[src/rtl/seq_detect_sched.sv]
// Round-robin scheduler that time-shares one serial Moore detector among N_REQ requesters.
// Define SEQ_SCHED_FIRST_HIT_EN to add the first_hit output (index of the first high det_y sample).
module seq_detect_sched #(
  parameter int N_REQ  = 4,
  parameter int ID_W   = 2,
  parameter int DATA_W = 8,
  parameter int CNT_W  = 4
) (
  input  logic                    clk,
  input  logic                    rst_n,
  input  logic [N_REQ-1:0]        req,
  input  logic [N_REQ*DATA_W-1:0] req_data,
  output logic [N_REQ-1:0]        gnt,
  output logic                    busy,
  output logic                    done,
  output logic [ID_W-1:0]         done_id,
  output logic [CNT_W-1:0]        match_cnt,
  output logic                    match_any,
`ifdef SEQ_SCHED_FIRST_HIT_EN
  output logic [CNT_W-1:0]        first_hit,
`endif
  output logic                    det_x,
  output logic                    det_rst,
  input  logic                    det_y
);

  typedef enum logic [2:0] {
    S_IDLE  = 3'd0,
    S_CLR   = 3'd1,
    S_SHIFT = 3'd2,
    S_DRAIN = 3'd3,
    S_DONE  = 3'd4
  } state_e;

  localparam logic [CNT_W-1:0] LAST_IDX = CNT_W'(DATA_W - 1);

  state_e              state_q, state_d;
  logic [ID_W-1:0]     rr_ptr_q, rr_ptr_d;
  logic [ID_W-1:0]     cur_id_q, cur_id_d;
  logic [DATA_W-1:0]   shreg_q, shreg_d;
  logic [CNT_W-1:0]    bit_idx_q, bit_idx_d;
  logic [CNT_W-1:0]    cnt_q, cnt_d;
  logic [ID_W-1:0]     done_id_q, done_id_d;
  logic [CNT_W-1:0]    match_cnt_q, match_cnt_d;
  logic                match_any_q, match_any_d;
  logic                found_s;
  logic [ID_W-1:0]     pick_s;
  logic [ID_W-1:0]     cand_s;
  logic                sample_s;
`ifdef SEQ_SCHED_FIRST_HIT_EN
  localparam logic [CNT_W-1:0] NO_HIT = CNT_W'(DATA_W);
  logic [CNT_W-1:0]    fh_q, fh_d;
  logic [CNT_W-1:0]    first_hit_q, first_hit_d;
  logic [CNT_W-1:0]    sample_idx_s;
`endif

  always_ff @(posedge clk or negedge rst_n) begin
    if (!rst_n) begin
      state_q <= S_IDLE;
    end else begin
      state_q <= state_d;
    end
  end

  always_comb begin
    state_d = state_q;
    case (state_q)
      S_IDLE: begin
        if (|req) begin
          state_d = S_CLR;
        end else begin
          state_d = S_IDLE;
        end
      end
      S_CLR:   state_d = S_SHIFT;
      S_SHIFT: begin
        if (bit_idx_q == LAST_IDX) begin
          state_d = S_DRAIN;
        end else begin
          state_d = S_SHIFT;
        end
      end
      S_DRAIN: state_d = S_DONE;
      S_DONE:  state_d = S_IDLE;
      default: state_d = S_IDLE;
    endcase
  end

  always_comb begin
    gnt     = '0;
    busy    = 1'b0;
    done    = 1'b0;
    det_x   = 1'b0;
    det_rst = ~rst_n;
    case (state_q)
      S_IDLE: begin
        busy = 1'b0;
      end
      S_CLR: begin
        gnt     = N_REQ'(1) << cur_id_q;
        busy    = 1'b1;
        det_rst = 1'b1;
      end
      S_SHIFT: begin
        busy  = 1'b1;
        det_x = shreg_q[DATA_W-1];
      end
      S_DRAIN: begin
        busy = 1'b1;
      end
      S_DONE: begin
        busy = 1'b1;
        done = 1'b1;
      end
      default: begin
        busy = 1'b0;
      end
    endcase
  end

  // Search starts one past the last granted id and wraps, so requester rr_ptr+1 wins ties.
  always_comb begin
    found_s = 1'b0;
    pick_s  = rr_ptr_q;
    cand_s  = rr_ptr_q;
    for (int i = 1; i <= N_REQ; i++) begin
      cand_s = ID_W'((int'(rr_ptr_q) + i) % N_REQ);
      if (!found_s && req[cand_s]) begin
        found_s = 1'b1;
        pick_s  = cand_s;
      end else begin
        found_s = found_s;
      end
    end
  end

  // det_y lags det_x by one cycle, so the first SHIFT cycle has nothing to sample yet.
  always_comb begin
    rr_ptr_d    = rr_ptr_q;
    cur_id_d    = cur_id_q;
    shreg_d     = shreg_q;
    bit_idx_d   = bit_idx_q;
    cnt_d       = cnt_q;
    done_id_d   = done_id_q;
    match_cnt_d = match_cnt_q;
    match_any_d = match_any_q;
    sample_s    = ((state_q == S_SHIFT) && (bit_idx_q != '0)) || (state_q == S_DRAIN);
`ifdef SEQ_SCHED_FIRST_HIT_EN
    fh_d         = fh_q;
    first_hit_d  = first_hit_q;
    sample_idx_s = (state_q == S_DRAIN) ? LAST_IDX : (bit_idx_q - CNT_W'(1));
`endif
    case (state_q)
      S_IDLE: begin
        if (found_s) begin
          cur_id_d = pick_s;
          rr_ptr_d = pick_s;
          shreg_d  = req_data[int'(pick_s)*DATA_W +: DATA_W];
        end else begin
          cur_id_d = cur_id_q;
        end
      end
      S_CLR: begin
        cnt_d     = '0;
        bit_idx_d = '0;
`ifdef SEQ_SCHED_FIRST_HIT_EN
        fh_d      = NO_HIT;
`endif
      end
      S_SHIFT: begin
        shreg_d   = {shreg_q[DATA_W-2:0], 1'b0};
        bit_idx_d = bit_idx_q + CNT_W'(1);
      end
      S_DRAIN: begin
        shreg_d = shreg_q;
      end
      S_DONE: begin
        shreg_d = shreg_q;
      end
      default: begin
        shreg_d = shreg_q;
      end
    endcase

    if (sample_s && det_y) begin
      cnt_d = cnt_q + CNT_W'(1);
`ifdef SEQ_SCHED_FIRST_HIT_EN
      if (fh_q == NO_HIT) begin
        fh_d = sample_idx_s;
      end else begin
        fh_d = fh_q;
      end
`endif
    end else begin
      cnt_d = cnt_d;
    end

    // Results land on the DRAIN->DONE edge so they are valid alongside the done pulse.
    if (state_q == S_DRAIN) begin
      match_cnt_d = cnt_d;
      match_any_d = (cnt_d != '0);
      done_id_d   = cur_id_q;
`ifdef SEQ_SCHED_FIRST_HIT_EN
      first_hit_d = fh_d;
`endif
    end else begin
      match_cnt_d = match_cnt_q;
    end
  end

  always_ff @(posedge clk or negedge rst_n) begin
    if (!rst_n) begin
      rr_ptr_q    <= ID_W'(N_REQ - 1);
      cur_id_q    <= '0;
      shreg_q     <= '0;
      bit_idx_q   <= '0;
      cnt_q       <= '0;
      done_id_q   <= '0;
      match_cnt_q <= '0;
      match_any_q <= 1'b0;
`ifdef SEQ_SCHED_FIRST_HIT_EN
      fh_q        <= '0;
      first_hit_q <= '0;
`endif
    end else begin
      rr_ptr_q    <= rr_ptr_d;
      cur_id_q    <= cur_id_d;
      shreg_q     <= shreg_d;
      bit_idx_q   <= bit_idx_d;
      cnt_q       <= cnt_d;
      done_id_q   <= done_id_d;
      match_cnt_q <= match_cnt_d;
      match_any_q <= match_any_d;
`ifdef SEQ_SCHED_FIRST_HIT_EN
      fh_q        <= fh_d;
      first_hit_q <= first_hit_d;
`endif
    end
  end

  assign done_id   = done_id_q;
  assign match_cnt = match_cnt_q;
  assign match_any = match_any_q;
`ifdef SEQ_SCHED_FIRST_HIT_EN
  assign first_hit = first_hit_q;
`endif

endmodule

[config.mk]
export PLATFORM = sky130hd
export DESIGN_NAME = seq_detect_sched
export DESIGN_NICKNAME = d
export VERILOG_FILES = /design/src/rtl/seq_detect_sched.sv
export SDC_FILE = /design/constraint.sdc
export NUM_CORES = 1
export LEC_CHECK = 0
export ABC_AREA = 0
export CAP_MARGIN = 30
export CORE_UTILIZATION = 35
export CTS_CLUSTER_SIZE = 10
export DETAILED_ROUTE_END_ITERATION = 10
export SLEW_MARGIN = 20
export SYNTH_ARGS = -nofsm -noshare
export SYNTH_HDL_FRONTEND = slang
export SYNTH_SLANG_ARGS = --single-unit
[constraint.sdc]
create_clock -name clk -period 3.11 [get_ports clk]
set_input_delay 0.311 -clock clk [delete_from_list [all_inputs] [get_ports clk]]
set_output_delay 0.311 -clock clk [all_outputs]
set_load 0.02 [all_outputs]
Word level (Yosys, flattened, before mapping)
Cells that the tools add are included.

Bits in registers: 30. Output and inout bits: 15. Word-level logic and storage cells: 75.

$lt $le $gt $ge: 4. Shifts and indexed selects: 2. Add/sub/neg operators: 6. Bitwise operators: 1. Equal/unequal tests: 6. Reductions and logical operators: 18. Muxes and demuxes: 29.

Operator list (number): indexed part select 32 x 6 -> 8 bit (1); one-hot mux 8 bit (2 select lines) (1); 2-to-1 mux 1 bit (14); < comparator 2 x 3 -> 1 bit, second input constant (4); 2-to-1 mux 4 bit (3); one-hot mux 3 bit (4 select lines) (1); adder 4 x 1 -> 4 bit, second input constant (2); binary-select mux 1 bit (select 2 bit) (4); 2-to-1 mux 2 bit (4); 2-to-1 mux 8 bit (1); one-hot mux 4 bit (2 select lines) (1); nonzero test 4 bit (2); OR reduction 4 bit (2); equality test 3 x 2 -> 1 bit, second input constant (2); logical AND 1 bit (5); adder 2 x 1 -> 2 bit, second input constant (2); adder 2 bit, second input constant (2); equality test 4 x 3 -> 1 bit, second input constant (1); AND reduction 2 bit (2); nonzero test 2 bit (2); left shift 1 x 2 -> 4 bit, first input constant (1); equality test 3 x 1 -> 1 bit, second input constant (1); equality test 3 bit, second input constant (1); logical NOT 1 bit (3); 4 further kinds (4).

Longest topological paths before layout
Gate-level depths: netlist of the first run.

Depth in word-level cells: 16. Gate-level depth with buffers: 8. Mapped depth without buffers: 7.

Worst setup path after synthesis of the first run
OpenSTA, ideal clock, no wires.

Kind: reg2reg. Start point: reg rr_ptr_q[1]. End point: reg shreg_q[0]. Arrival time: 1818 ps. Stages on the path, launching flop included: 8. Required time: 2987 ps. Period minus slack after synthesis: 1941 ps. Slack: 1169 ps. Path buffers: 2. Path through: dfstp_2 > buf_6 > nand2_1 > and3_4 > or3_1 > buf_6 > a221o_1 > o221a_1.

Cells in the longest elaborated chain, start to end: 16.

Ends and longest elaborated chain: start, declared (RTL line 38) `logic [ID_W-1:0] rr_ptr_q, rr_ptr_d;`; start signal, assigned (RTL line 213) `rr_ptr_q <= ID_W'(N_REQ - 1);`; start signal, assigned (RTL line 226) `rr_ptr_q <= rr_ptr_d;`; adder 2 x 1 -> 2 bit (RTL line 127) `cand_s = ID_W'((int'(rr_ptr_q) + i) % N_REQ);`; binary-select mux 1 bit (select 2 bit) (RTL line 128) `if (!found_s && req[cand_s]) begin`; 2-to-1 mux 1 bit (implied by the code) (RTL line 128); 2-to-1 mux 1 bit (RTL line 128); logical NOT 1 bit (RTL line 128); logical AND 1 bit (RTL line 128); 2-to-1 mux 1 bit (RTL line 128); logical NOT 1 bit (RTL line 128); logical AND 1 bit (RTL line 128); 2-to-1 mux 1 bit (RTL line 128); logical NOT 1 bit (RTL line 128); logical AND 1 bit (RTL line 128); 2-to-1 mux 2 bit (RTL line 128); indexed part select 32 x 6 -> 8 bit (RTL line 158) `shreg_d = req_data[int'(pick_s)*DATA_W +: DATA_W];`; 2-to-1 mux 8 bit (RTL line 155) `if (found_s) begin`; one-hot mux 8 bit (2 select lines) (RTL line 153) `case (state_q)`; end signal, assigned (RTL line 228) `shreg_q <= shreg_d;`; end, declared (RTL line 40) `logic [DATA_W-1:0] shreg_q, shreg_d;`.

Parallel ways exist; a longest one is shown, timed or not. The select of a mux whose other input is x is not followed. A chain may end at the register's enable or synchronous reset.

Final worst setup path of the first run
Start point: reg state_q[1]. End point: out gnt[3].

Cells in the longest elaborated chain, start to end: 2.

Ends and longest elaborated chain: start, declared (RTL line 37) `state_e state_q, state_d;`; start signal, assigned (RTL line 61) `state_q <= state_d;`; equality test 3 x 1 -> 1 bit (RTL line 95) `case (state_q)`; 2-to-1 mux 4 bit (RTL line 95); end, declared (RTL line 13) `output logic [N_REQ-1:0] gnt,`.

No other way between the ends.

==> results.yml, run 1 <==
global_routing:
  antenna_found_initial: 0
  grt_max_degree: 31
  overflow: 0
  gr-usage-met3: 0.0304
  global_route.usage.met1: 0.260
  grt_use_met2: 0.239
  grt_pass1_wl_um: 6890
  track_usage: 0.171
  grt_pass1_vias: 1457
  busiest_layer: "met1"
floorplan:
  die_area_um2: 5290
  initial_core_util: 0.368
  core_area_um2: 4750
  pin_count: 54
  core.rowCount: 25
  die_x_um: 72.7
  die_h_um: 72.7
clock_tree:
  cts.sinks: 30
  cts.reportedPaths.clkPinSlew_ns: 0.06
  cts_root_buf: "clkbuf_8"
  cts_max_level: 2
  cts_made_buffers: 5
  ctsHoldBuffers: 0
  clockBufferDepth: 2
  post_cts_resized: 0
  cts_tree: "yes"
  clock_latency_ns: 0.28
  post-cts-setup-buffers: 0
cells_and_area:
  syn_to_final_growth_pct: 39.0
  layout.nets: 279
  post-route-util: 0.512
  diodes: 0
  fill_cells: 444
  seq_area_um2: 753
  drive_gt1_frac: 0.0882
  multi_input_area_um2: 920
  layout.cells.non_filler: 305
sta:
  finalCriticalPeriod_ns: 2.46
  finalCritPeriodShare: 0.792
  slew_headroom: 0.377
  worst_pin_slew_ns: 0.935
  slew_violations: 0
  fin_skew_ns: 0.00651
  grt_setup_unrepaired: "false"
  hold_viol_final: 0
  setup_tns_ns: 0
  finalSetupViolCount: 0
  fmax_mhz: 406
yosys:
  ys_seq_area_frac: 0.430
  postSynthCellCount: 183
  yosys_warnings: 0
  muxShareOfSynthArea: 0.111
  netlist_area_um2: 1750
  synthArstFlopShare: 1.00
  syn_area_per_cell_um2: 9.57
  synth_fa_ha_area_frac: 0.0214
  synth_top_family_by_area: "simple AND/OR/NAND/NOR gates"
  ys_ff_latch: 30
  synthSimpleGateAreaFrac: 0.214
  synth_compound_area_frac: 0.164
  ys.flop_type: "dfrtp_1"
  synth_cell_types: 43
  synth_edf_count: 0
  yosys.area_share.xor_xnor: 0.0150
  syn-num-nets: 225
setup_path:
  r2r_start: "rr_ptr_q[0]"
  crit_type: "flop to output port"
  cp_max_fo: 12
  crit_chain: "nor3b_1 > and3_1 > clkdlybuf4s50_1"
  cp-start-kind: "flop"
  cp_slowest_cell: "clkdlybuf4s50_1"
  cp-startpoint: "state_q[1]"
  crit_family: "simple AND/OR/NAND/NOR gates"
  cp.required_ns: 2.80
  arrival_ns: 2.15
  end_kind: "output port"
  critPathBufInv: 1
  cpPeakStageDelay_ns: 0.59
detailed_routing:
  route.detailed.drc: 0
  routedWlPerCell_um: 14.0
  final_antenna_net_count: 0
  viasPerCell: 5.03
  vias: 1533
  wl_um: 4280
  dr.pass1.iters: 4
  drt_iter0_markers: 93
placement:
  dp.cells: 297
  port_buffers: 53
  dp_hpwl_um: 3200
  gp_congestion: 0.907
hold_path:
  hold_class: "primary input to async pin"
outcome:
  outcome: "completed"
power:
  power_mw: 2.21
  leakage_nw: 1.06
  power_density_nw_per_um2: 907
  peakVddDrop_mv: 0.383
job:
  maxCapViolations: 0
==> registers in the layout, summed over array words and instances (netlist names) <==
| signal | flops |
|---|---|
| shreg_q | 8 |
| bit_idx_q | 4 |
| cnt_q | 4 |
| match_cnt | 4 |
| state_q | 3 |
| cur_id_q | 2 |
| done_id | 2 |
| rr_ptr_q | 2 |
| match_any | 1 |
==> placed cells by master (no fill, tap or decap), drive strengths merged, types with 3 or more instances in the layout <==
cell,instances
inv,8
and3,3
o221ai,7
dfrtp,28
mux2,3
mux2i,16
a22oi,7
clkbuf,8
a21oi,3
nor4,3
nand2b,3
nand3b,4
clkdlybuf4s50,53
nor2,13
ha,3
a31oi,3
o21ai,10
nor3,3
nand2,32
==> metal layers <==
metal	up-vias	part of all wire
li1	772	-
met1	727	0.50
met2	30	0.46
met3	4	0.038
met4	0	0.0079
met5	-	0
==> kinds of logic (layout without fill, tap and decap cells) <==
family | Yosys count | count (layout)
simple gates | 73 | 73
compound gates | 40 | 40
flops | 30 | 30
mux | 19 | 19
buf+inv | 15 | 70
fa+ha+maj | 3 | 3
xor+xnor | 3 | 3
==> worst register-to-register path, delay by kind of cell, from the launching register on <==
family             cells  cell delay (ns)
AOI/OAI and AO/OA      2             0.36
DFF                    1             0.61
muxes                  1             0.29
and+or+nand+nor        2             1.01
==> path summary, 6_finish.rpt <==
| kind | end | slack (ns) | cells past startpoint |
|---|---|---|---|
| setup / recovery | gnt[3] | 0.65 | 3 |
| hold / removal | match_any | 0.45 | 2 |
| min in group clk | match_cnt[1] | 0.48 | 2 |
| max in group asynchronous | rr_ptr_q[0] | 2.34 | 2 |
| setup reg to reg | shreg_q[4] | 0.70 | 5 |
| hold reg to reg | match_cnt[1] | 0.48 | 2 |
==> Yosys cell counts (3+ instances only) <==
library cell / instances / share of area
nor3_1: 3 / 0.0086
inv_1: 8 / 0.017
o21ai_0: 9 / 0.026
mux2_2: 3 / 0.019
nand3b_1: 4 / 0.017
a31oi_1: 3 / 0.011
clkbuf_1: 4 / 0.0086
a21oi_1: 3 / 0.0086
dfrtp_1: 28 / 0.40
mux2i_1: 16 / 0.091
buf_6: 3 / 0.019
nor2_1: 13 / 0.028
o221ai_1: 7 / 0.035
a22oi_1: 7 / 0.030
ha_1: 3 / 0.021
nand2_1: 32 / 0.069
==> stage by stage <==
| step | cell area, um^2 | hold slack (ns) | setup WS (ns) |
|---|---|---|---|
| after floorplan | 1750 | 0.0154 | 1.17 |
| after global placement | 2320 | 0.467 | 0.521 |
| after detailed placement | 2320 | 0.469 | 0.492 |
| after CTS | 2430 | 0.465 | 0.618 |
| after global routing | 2430 | 0.500 | 0.470 |
| final | 2430 | 0.454 | 0.647 |
==> where the power goes <==
| group | switching, mW | leakage, nW | total [mW] | internal (mW) |
|---|---|---|---|---|
| logic | 0.574 | 0.627 | 1.09 | 0.520 |
| registers | 0.185 | 0.379 | 0.749 | 0.564 |
| clock network | 0.142 | 0.0575 | 0.365 | 0.223 |
==> final cells by class <==
cell class	count	area share
tap	67	0.0344
inverter	8	0.0123
multi-input combinational	138	0.378
clock buffer	8	0.0452
sequential	30	0.309
timing repair buffer	54	0.221
(Power assumes the default switching activity.)
==> inputs of run 2 (changes only) <==
==> constraint.sdc (replaced) <==
create_clock -name clk -period 2.5 [get_ports clk]
set_input_delay 0.25 -clock clk [delete_from_list [all_inputs] [get_ports clk]]
set_output_delay 0.25 -clock clk [all_outputs]
set_load 0.02 [all_outputs]
==> run 2 against run 1 <==
Effect of this change: power rose by 22%; sequential share of layout area fell by 0.095 points; cell count rose by 1.6%; combinational power rose by 31%; highest routed layer unchanged; worst setup slack got worse by 0.52 ns; clock skew rose by 0.0021 ns.
==> results.yml, run 2 (synthesized netlist as in run 1, its figures left out) <==
power:
  peakVddDrop_mv: 0.586
  power_density_nw_per_um2: 1100
  leakage_nw: 1.07
  power_mw: 2.70
setup_path:
  arrival_ns: 2.12
  crit_type: "flop to output port"
  cp-startpoint: "state_q[0]"
  r2r_start: "rr_ptr_q[0]"
  end_kind: "output port"
  cp.required_ns: 2.25
  cp_max_fo: 8
  cp-start-kind: "flop"
hold_path:
  hold_class: "primary input to async pin"
floorplan:
  initial_core_util: 0.368
  core_area_um2: 4750
  die_h_um: 72.7
  die_x_um: 72.7
  die_area_um2: 5290
  core.rowCount: 25
  pin_count: 54
clock_tree:
  clock_latency_ns: 0.28
  cts_tree: "yes"
  ctsHoldBuffers: 0
  clockBufferDepth: 2
  cts_made_buffers: 5
  cts.reportedPaths.clkPinSlew_ns: 0.07
  post-cts-setup-buffers: 0
  cts.sinks: 30
  cts_root_buf: "clkbuf_8"
  cts_max_level: 2
  post_cts_resized: 0
placement:
  port_buffers: 53
  post-place-ws_ns: 0.249
  dp_hpwl_um: 3300
  dp.cells: 302
  gp_congestion: 0.824
sta:
  worst_pin_slew_ns: 0.664
  finalSetupViolCount: 0
  fin_skew_ns: 0.00864
  finalCriticalPeriod_ns: 2.37
  slew_violations: 0
  fmax_mhz: 421
  finalCritPeriodShare: 0.949
  finalWorstSetupSlack_ns: 0.126
  hold_viol_final: 0
  slew_headroom: 0.554
  setup_tns_ns: 0
  grt_setup_unrepaired: "false"
detailed_routing:
  drt_iter0_markers: 95
  route.detailed.drc: 0
  final_antenna_net_count: 0
  wl_um: 4250
  viasPerCell: 4.95
  vias: 1535
  dr.pass1.iters: 4
  routedWlPerCell_um: 13.7
cells_and_area:
  layout.cells.non_filler: 310
  top_register: "shreg_q"
  final_common_cell: "clkdlybuf4s50_1"
  layout.nets: 284
  largest_reg_flops: 8
  syn_to_final_growth_pct: 39.4
  layout_common_cells: "53 x clkdlybuf4s50_1, 32 x nand2_1, 28 x dfrtp_1"
  drive_gt1_frac: 0.0947
  diodes: 0
global_routing:
  grt_max_degree: 31
  track_usage: 0.177
  grt_pass1_vias: 1426
  antenna_found_initial: 0
  overflow: 0
  grt_pass1_wl_um: 7090
outcome:
  outcome: "completed"
job:
  maxCapViolations: 0
## run 2: changes by cell type in the layout (fill, tap and decap cells not counted)
| cell | before | now |
|---|---|---|
| buf_4 | 1 | 6 |
| clkbuf_8 | 8 | 5 |
| clkbuf_1 | 0 | 3 |
## run 2: critical path: stages, from the launching register on
cell	delay (ns)
dfrtp_1	0.50
or3b_2	0.54
nor3_1	0.17
clkdlybuf4s50_1	0.63
## run 2: worst paths after layout
check	endpoint	slack, ns	cells past startpoint
worst max register to register	shreg_q[4]	0.47	6
worst min-delay path	bit_idx_q[2]	0.40	2
max in group asynchronous	rr_ptr_q[0]	1.78	2
worst max-delay path	gnt[0]	0.13	3
worst min register to register	done_id[1]	0.47	2
min in group clk	done_id[1]	0.47	2
## run 2: per-stage QoR
step | instance area, um^2 | util | hold slack (ns)
finish | 2440 | 0.514 | 0.396
CTS | 2440 | 0.514 | 0.413
detailed placement | 2360 | 0.497 | 0.468
floorplan | 1750 | - | -0.0456
global route | 2440 | 0.514 | 0.430
global placement | 2360 | 0.497 | 0.462
## run 2: power by group
group	internal [mW]	switching, mW	total [mW]
Sequential	0.702	0.191	0.893
Combinational	0.686	0.748	1.43
Clock	0.197	0.173	0.370
Total	1.59	1.11	2.70
## run 2: final cells by class
cell class              instances  area [um^2]
clock buffers                   8         80.1
fillers                       473         2310
inverters                       8         30.0
multi-input cells             138          920
flip-flops and latches         30          753
well taps                      67         83.8
repair buffers                 59          576
## run 2: layer usage
| metal | vias up | wire, um | track usage |
|---|---|---|---|
| met5 | - | 0 | 0 |
| met4 | 0 | 44 | 0.0719 |
| li1 | 780 | - | - |
| met2 | 29 | 1950 | 0.264 |
| met1 | 722 | 2100 | 0.253 |
| met3 | 4 | 161 | 0.0331 |
